`src/rtl/crg_batch_sched.sv`:
```
// rtl/crg_batch_sched.sv - batch scheduler for PRNG256 issue, writeback and host readout arbitration
//
// Issues a contiguous run of counter values to PRNG256 (one per cycle). Each
// returning Dvld beat is written to the result RAM at a dense 0-based address.
// The single RAM port is shared with host readout, and writeback always wins.
//
// Optional feature macro: CRG_SCHED_PERF_EN (adds the perf_cycles output).
//
// Ports:
//   clk, rst_n            clock, asynchronous active-low reset
//   start                 one-cycle command pulse, accepted only when idle
//   base_cnt, num_blk     first counter value and block count, sampled on start
//   busy, done            batch in flight / one-cycle end-of-batch pulse
//   err_overrun           sticky: excess Dvld or num_blk above 2^ADDR_W
//   err_timeout           sticky: no Dvld for MAX_LAT cycles while draining
//   prng_cnt, prng_drdy   counter value and input-valid to PRNG256
//   prng_dvld             PRNG256 output-valid
//   ram_we, ram_addr      RAM write enable and shared write/read address
//   host_rd_req/addr      host read request (level) and address
//   host_rd_ack           read granted this cycle
//   host_rd_vld           RAM dout valid, one cycle after host_rd_ack
//   perf_cycles           cycles from accepted start through DONE (perf build)

module crg_batch_sched #(
   parameter int CNT_W   = 32,
   parameter int ADDR_W  = 8,
   parameter int MAX_LAT = 16
) (
   input  logic              clk,
   input  logic              rst_n,
   input  logic              start,
   input  logic [CNT_W-1:0]  base_cnt,
   input  logic [ADDR_W:0]   num_blk,
   output logic              busy,
   output logic              done,
   output logic              err_overrun,
   output logic              err_timeout,
   output logic [CNT_W-1:0]  prng_cnt,
   output logic              prng_drdy,
   input  logic              prng_dvld,
   output logic              ram_we,
   output logic [ADDR_W-1:0] ram_addr,
   input  logic              host_rd_req,
   input  logic [ADDR_W-1:0] host_rd_addr,
   output logic              host_rd_ack,
   output logic              host_rd_vld
`ifdef CRG_SCHED_PERF_EN
   ,
   output logic [31:0]       perf_cycles
`endif
);

   localparam int WD_W = $clog2(MAX_LAT + 1);
   localparam logic [ADDR_W:0] MAX_BLK = (ADDR_W + 1)'(1) << ADDR_W;
   localparam logic [WD_W-1:0] WD_LAST = WD_W'(MAX_LAT - 1);

   typedef enum logic [1:0] {
      IDLE  = 2'd0,
      ISSUE = 2'd1,
      DRAIN = 2'd2,
      DONE  = 2'd3
   } state_t;

   state_t            state_q;
   logic [CNT_W-1:0]  cnt_q;
   logic [ADDR_W:0]   num_q;
   logic [ADDR_W:0]   issued_q;
   logic [ADDR_W:0]   returned_q;
   logic [ADDR_W:0]   returned_d;
   logic [WD_W-1:0]   wd_q;
   logic              busy_q;
   logic              done_q;
   logic              ovr_q;
   logic              tmo_q;
   logic              drdy_q;
   logic              rd_vld_q;
   logic              active;
   logic              beat_wr;
   logic              beat_ovr;
`ifdef CRG_SCHED_PERF_EN
   logic [31:0]       perf_q;
`endif

   // Dvld only counts while a batch is in flight; a beat past num_blk is
   // flagged but never written.
   assign active   = (state_q == ISSUE) || (state_q == DRAIN);
   assign beat_wr  = active && prng_dvld && (returned_q < num_q);
   assign beat_ovr = active && prng_dvld && !(returned_q < num_q);

   assign returned_d = returned_q + {{ADDR_W{1'b0}}, beat_wr};

   // Writeback owns the RAM port whenever it writes; the host waits otherwise.
   assign ram_we      = beat_wr;
   assign ram_addr    = beat_wr ? returned_q[ADDR_W-1:0] : host_rd_addr;
   assign host_rd_ack = host_rd_req && !beat_wr;

   assign busy        = busy_q;
   assign done        = done_q;
   assign err_overrun = ovr_q;
   assign err_timeout = tmo_q;
   assign prng_cnt    = cnt_q;
   assign prng_drdy   = drdy_q;
   assign host_rd_vld = rd_vld_q;
`ifdef CRG_SCHED_PERF_EN
   assign perf_cycles = perf_q;
`endif

   always_ff @(posedge clk or negedge rst_n) begin
      if (!rst_n) begin
         state_q    <= IDLE;
         cnt_q      <= '0;
         num_q      <= '0;
         issued_q   <= '0;
         returned_q <= '0;
         wd_q       <= '0;
         busy_q     <= 1'b0;
         done_q     <= 1'b0;
         ovr_q      <= 1'b0;
         tmo_q      <= 1'b0;
         drdy_q     <= 1'b0;
         rd_vld_q   <= 1'b0;
`ifdef CRG_SCHED_PERF_EN
         perf_q     <= '0;
`endif
      end else begin
         done_q     <= 1'b0;
         rd_vld_q   <= host_rd_ack;
         returned_q <= returned_d;
         if (beat_ovr) begin
            ovr_q <= 1'b1;
         end
`ifdef CRG_SCHED_PERF_EN
         if (state_q != IDLE) begin
            perf_q <= perf_q + 32'd1;
         end
`endif
         case (state_q)
            IDLE: begin
               if (start) begin
                  tmo_q      <= 1'b0;
                  returned_q <= '0;
                  issued_q   <= '0;
                  wd_q       <= '0;
                  num_q      <= num_blk;
`ifdef CRG_SCHED_PERF_EN
                  perf_q     <= 32'd1;
`endif
                  if (num_blk == '0) begin
                     ovr_q   <= 1'b0;
                     done_q  <= 1'b1;
                     state_q <= DONE;
                  end else if (num_blk > MAX_BLK) begin
                     ovr_q   <= 1'b1;
                     done_q  <= 1'b1;
                     state_q <= DONE;
                  end else begin
                     // First issue is presented in the very next cycle, so
                     // it is already counted here.
                     ovr_q    <= 1'b0;
                     cnt_q    <= base_cnt;
                     drdy_q   <= 1'b1;
                     busy_q   <= 1'b1;
                     issued_q <= (ADDR_W + 1)'(1);
                     state_q  <= ISSUE;
                  end
               end
            end
            ISSUE: begin
               wd_q <= '0;
               if (issued_q == num_q) begin
                  drdy_q  <= 1'b0;
                  state_q <= DRAIN;
               end else begin
                  cnt_q    <= cnt_q + CNT_W'(1);
                  issued_q <= issued_q + (ADDR_W + 1)'(1);
               end
            end
            DRAIN: begin
               // Completion is judged on the registered count, so a surplus
               // beat right after the last one is still seen as an overrun.
               if (returned_q == num_q) begin
                  busy_q  <= 1'b0;
                  done_q  <= 1'b1;
                  state_q <= DONE;
               end else if (prng_dvld) begin
                  wd_q <= '0;
               end else if (wd_q == WD_LAST) begin
                  tmo_q   <= 1'b1;
                  busy_q  <= 1'b0;
                  done_q  <= 1'b1;
                  state_q <= DONE;
               end else begin
                  wd_q <= wd_q + WD_W'(1);
               end
            end
            DONE: begin
               state_q <= IDLE;
            end
            default: begin
               state_q <= IDLE;
            end
         endcase
      end
   end

endmodule

```
`config.mk`:
```
export PLATFORM = sky130hd
export DESIGN_NAME = crg_batch_sched
export DESIGN_NICKNAME = d
export VERILOG_FILES = /design/src/rtl/crg_batch_sched.sv
export SDC_FILE = /design/constraint.sdc
export NUM_CORES = 1
export LEC_CHECK = 0
export CAP_MARGIN = 30
export CORE_AREA = 10 10 99 101
export DETAILED_ROUTE_END_ITERATION = 12
export DIE_AREA = 0 0 109 111
export DONT_BUFFER_PORTS = 1
export MAX_ROUTING_LAYER = met4
export PLACE_DENSITY = 0.85
export SETUP_SLACK_MARGIN = 0.5
export SLEW_MARGIN = 20
export SYNTH_ARGS = -nofsm -noshare
export SYNTH_HDL_FRONTEND = slang
export SYNTH_SLANG_ARGS = --single-unit
```
`constraint.sdc`:
```
create_clock -name clk -period 3.11 [get_ports clk]
set_input_delay 0.622 -clock clk [delete_from_list [all_inputs] [get_ports clk]]
set_output_delay 0.622 -clock clk [all_outputs]
set_load 0.05 [all_outputs]
```
# After elaboration in Yosys (flattened, before gate mapping)
# Index checks and enable logic that the tools add are counted.
[word_totals] mem_bits_ro=0 out_inout_bits=48 latchBits=0 reg_bits=72 memories=0 mem_bits_rw=0 inputBits=54 elab_cells=106
[classes] magnitude_cmp=2 n_shift=0 n_eq_ne=17 n_bitwise=0 muxes=51 reduce_logical=20 add_sub_neg=4 n_div=0 n_mul=0
[op_table] op="32-bit two-way mux" n=4
[op_table] op="32-bit one-hot mux with 2 select lines" n=1
[op_table] op="9-bit two-way mux" n=4
[op_table] op="32-bit by 1-bit adder with 32-bit output, second input constant" n=1
[op_table] op="1-bit two-way mux" n=23
[op_table] op="5-bit two-way mux" n=4
[op_table] op="9-bit == test" n=2
[op_table] op="9-bit one-hot mux with 2 select lines" n=1
[op_table] op="5-bit one-hot mux with 3 select lines" n=1
[op_table] op="5-bit AND reduction" n=3
[op_table] op="2-bit two-way mux" n=7
[op_table] op="2-bit inequality test, second input constant" n=6
[op_table] op="9-bit by 1-bit adder with 9-bit output" n=1
[op_table] op="9-bit by 1-bit adder with 9-bit output, second input constant" n=1
[op_table] op="9-bit greater-than comparator, second input constant" n=1
[op_table] op="9-bit logical NOT" n=1
[op_table] op="9-bit < comparator" n=1
[op_table] op="8-bit two-way mux" n=1
[op_table] op="1-bit one-hot mux with 2 select lines" n=4
[op_table] op="2-bit one-hot mux with 4 select lines" n=1
[op_table] op="4-bit AND reduction" n=2
[op_table] op="6-bit AND reduction" n=1
[op_table] op="5-bit by 1-bit adder with 5-bit output, second input constant" n=1
[op_table] op="5-bit by 4-bit == test with 1-bit output, second input constant" n=1
[op_table] op="other kinds (14)" n=21

# Longest topological paths before layout
[logic_depth] depth_word=7 depth_mapped=13 depth_no_buf=13

# Least setup slack after synthesis
# OpenSTA, ideal clock, no wires.
[synth_path] path_kind="register to register" from="reg num_q[1]" to="reg returned_q[8]" synth_period_minus_slack_ps=3062 path_stages_with_launch=14 required_time_ps=3032 path_slack_ps=48 t_arrival_ps=2984 setup_time_ps=78 n_path_buf=0 cell_sequence="dfrtp_1 -> inv_1 -> ha_1 -> nor2b_1 -> o21ai_0 -> a21oi_1 -> o41ai_2 -> nand4_2 -> inv_1 -> ha_1 -> ha_1 -> nand3_1 -> or3_1 -> a21oi_1"
[synth_via] elab_chain_cells=5
[synth_lines] item="start: declaration" line="66" text="logic [ADDR_W:0] num_q;"
[synth_lines] item="start signal: assignment" line="144" text="num_q <= num_blk;"
[synth_lines] item="9-bit < comparator (*)" line="87" text="assign beat_wr = active && prng_dvld && (returned_q < num_q);"
[synth_lines] item="1-bit logical AND (*)" line="87"
[synth_lines] item="net ram_we" line="41" text="output logic ram_we,"
[synth_lines] item="9-bit by 1-bit adder with 9-bit output (*)" line="90" text="assign returned_d = returned_q + {{ADDR_W{1'b0}}, beat_wr};"
[synth_lines] item="9-bit two-way mux" line="139" text="if (start) begin"
[synth_lines] item="9-bit two-way mux (*)" line="137" text="case (state_q)"
[synth_lines] item="end signal: assignment" line="128" text="returned_q <= returned_d;"
[synth_lines] item="end: declaration" line="68" text="logic [ADDR_W:0] returned_q;"
# The timed path passes the listed nets; every way through them passes the cells marked *.
# A chain may end at the register's enable or synchronous reset.

# Worst setup path after layout
[layout_path] from="reg num_q[5]" to="out ram_addr[1]"
[layout_via] elab_chain_cells=3
[layout_lines] item="9-bit < comparator" line="87"
[layout_lines] item="1-bit logical AND" line="87"
[layout_lines] item="8-bit two-way mux" line="94" text="assign ram_addr = beat_wr ? returned_q[ADDR_W-1:0] : host_rd_addr;"
[layout_lines] item="end: declaration" line="42" text="output logic [ADDR_W-1:0] ram_addr,"
# No other way between the ends.

==> flow_metrics.py <==
metrics = {
    "outcome": {
        "status": "finished with violations",
        "failed_checks": "negative setup slack",
    },
    "global_route": {
        "grtUsageTotal": 0.2290,
        "antenna_found_initial": 0,
        "grt_pass1_wl_um": 21770,
        "grt_overflow": 0,
        "grt_pass1_vias": 4223,
        "grt_start_max_net_pins": 73,
    },
    "critical_path": {
        "slowest_delay_ns": 0.38,
        "end_kind": "output port",
        "cp_top_family": "buffers and inverters",
        "path_depth": 9,
        "critPathArrivalTime_ns": 2.55,
        "crit_fanout": 5,
        "rr_worst_depth": 16,
        "crit_chain": "inv_1, ha_1, o21ai_0, a21oi_1, o41ai_2, buf_4, nand4_4, clkbuf_16, mux2_4",
        "worstSetupPathType": "flip-flop to output port",
        "crit_required_ns": 2.49,
        "crit_path_start_kind": "flip-flop",
        "critPathBufInv": 3,
        "cp_slowest_cell": "mux2_4",
    },
    "cts": {
        "tritoncts": "built",
        "htree_num_levels": 3,
        "cts_root_buf": "clkbuf_8",
        "cts_made_buffers": 9,
        "clock-sinks": 72,
        "clk_pin_slew_ns": 0.09,
        "clkLatencyLatePin_ns": 0.37,
        "clock_path_buffers": 2,
    },
    "synth": {
        "synth_top_area_share": 0.3885,
        "synth_edf_count": 0,
        "synth_cell_types": 62,
        "synth_ff_type": "dfrtp_1",
        "ys_seq_elements": 72,
        "synth_fp_nets": 595,
        "netlist_area_um2": 4638,
        "avgSynthCellArea_um2": 8.920,
        "ys_seq_area_frac": 0.3885,
        "synthCells": 520,
        "postSynth.asyncResetShare": 1.000,
        "synth_top_cell_by_area": "dfrtp_1",
        "yosys_warnings": 0,
        "synth_area_leaders": "dfrtp_1, ha_1, nand2_1",
    },
    "sta": {
        "period_share": 1.021,
        "layout_min_cycle_time_ns": 3.176,
        "slew_violations": 0,
        "slew_headroom": 0.4986,
        "fmax_mhz": 314.9,
        "finalSetupTns_ns": -0.4871,
        "hold_viol_final": 0,
        "rsz0062_at_grt": "true",
        "fin_ws_ns": -0.06574,
        "setup_violations": 9,
        "fin_skew_ns": 0.01587,
        "worst_pin_slew_ns": 0.7522,
    },
    "routing": {
        "dr.pass1.iters": 5,
        "postRouteWirelength_um": 14280,
        "drcViolationCount": 0,
        "viasPerCell": 6.688,
        "first_iter_violations": 400,
        "routedWlPerCell_um": 21.61,
        "vias": 4421,
        "ant_nets": 0,
    },
    "placement": {
        "post-place-ws_ns": 0.1836,
        "dp_hpwl_um": 9610,
        "gp_congestion": 0.9242,
        "portBuffers": 0,
        "dpl_cell_area_um2": 4933,
    },
    "finish": {
        "final_cell_area_um2": 5469,
        "synthToLayoutAreaGrowth_pct": 17.91,
        "fin_util": 0.6863,
        "insertedDiodeCount": 0,
        "drive_above_1_share": 0.1960,
        "final_net_count": 626,
    },
    "power": {
        "vdd.ir_drop.worst_mv": 0.6855,
        "p_leak_uw": 0.002301,
        "power_density_nw_per_um2": 1171,
    },
    "die": {
        "die_w_um": 109,
        "die_h_um": 111,
        "fp.dieArea_um2": 12100,
        "core_area_um2": 7969,
        "rows": 33,
        "io_pins": 102,
        "start_util": 0.5820,
    },
    "run": {
        "cap_violations": 0,
    },
    "hold_path": {
        "hold_class": "input port to asynchronous set/reset pin",
    },
}
==> registers in the layout, summed over array words and instances, names as in the netlist <==
signal       count
err_overrun      1
issued_q         9
wd_q             5
prng_cnt        32
host_rd_vld      1
err_timeout      1
num_q            9
returned_q       9
done             1
prng_drdy        1
state_q          2
busy             1
==> timing repair <==
action                                  in CTS  in global routing
buffers inserted                             4                  7
hold endpoints to repair                    72                  0
hold buffers                                 1                  0
pin swaps                                    2                  3
endpoints found under the setup margin      18                 24
cloned                                       0                  1
resized for setup                           12                 23
==> through the flow <==
stage / power, uW / std cells / hold WS, ns
after CTS: 6104 / 653 / 0.1499
after global placement: 4866 / 631 / 0.3296
after detailed placement: 5018 / 632 / 0.3289
final: 6403 / 661 / 0.1211
after floorplan: 4255 / 520 / 0.3264
after global routing: 6752 / 661 / 0.1407
==> area by class of cell <==
cell class / instances / area, um2
flip-flops and latches: 72 / 1808
well taps: 105 / 131.4
inverters: 22 / 86.33
multi-input cells: 402 / 2800
clock inverters: 7 / 120.1
fillers: 573 / 2500
clock buffers: 9 / 123.9
repair buffers: 44 / 399.1
==> path summary, 6_finish.rpt <==
check	from	endpoint	slack, ns
setup / recovery	num_q[5]	ram_addr[1]	-0.07
hold / removal	rst_n	prng_cnt[11]	0.12
setup reg to reg	num_q[5]	returned_q[8]	0.06
hold reg to reg	wd_q[4]	wd_q[4]	0.48
max in group asynchronous	rst_n	returned_q[6]	2.66
min in group clk	num_blk[8]	num_q[8]	0.37
==> per-layer routing <==
metal,vias up,wire (um),track usage
li1,1991,-,-
met2,253,6898,0.3469
met5,-,0,-
met3,53,1578,0.07733
met1,2124,5284,0.2653
met4,0,520,0.1091
==> kinds of logic after synthesis <==
logic type                 after synthesis  synth area share
muxes                                   19           0.04343
buffers and inverters                   46           0.04478
DFF                                     72            0.3885
and+or+nand+nor                        195            0.2204
AOI/OAI and AO/OA                      151            0.2145
adders and majority gates               21           0.05665
xor gates and xnor gates                16           0.03183
==> cells in the mapped netlist, drive strengths merged (2+ instances only) <==
library cell and count:
dfrtp 72, nand2 58, o21ai 47, a21oi 35, nor2 33, nand3 26, ha 21, inv 21
clkbuf 14, nor3 14, o22ai 14, xor2 12, a22oi 10, buf 10, mux2i 10, mux2 9
nand4 9, and3 8, nor4 8, a211oi 7, and2 7, a221o 6, and4 6, or3 6
a31oi 5, o22a 5, or4 5, o31ai 4, xnor2 4, nand2b 3, nor2b 3, nor3b 3
a2111oi 2, a21o 2, a22o 2, a41oi 2, nand3b 2, or2 2
==> power by group <==
part	switching (uW)	internal (uW)	total, uW
registers	771	1280	2050
clock network	401	534	935
logic	2150	1260	3420
total	3320	3080	6400
==> layout by cell type, fill, tap and decap left out, types with 6 or more instances in the layout <==
master    instances
dfrtp_1          67
nand2_1          58
o21ai_0          41
buf_4            37
a21oi_1          34
nor2_1           33
nand3_1          22
inv_1            18
ha_1             15
o22ai_1          14
nor3_1           12
xor2_1           10
mux2i_1          10
a22oi_1          10
clkbuf_8          9
mux2_4            8
and3_1            7
a211oi_1          7
nand4_1           7
nor4_1            6
or3_1             6
and4_1            6
a221o_1           6
Note: power is estimated with default switching activity, not from simulation.
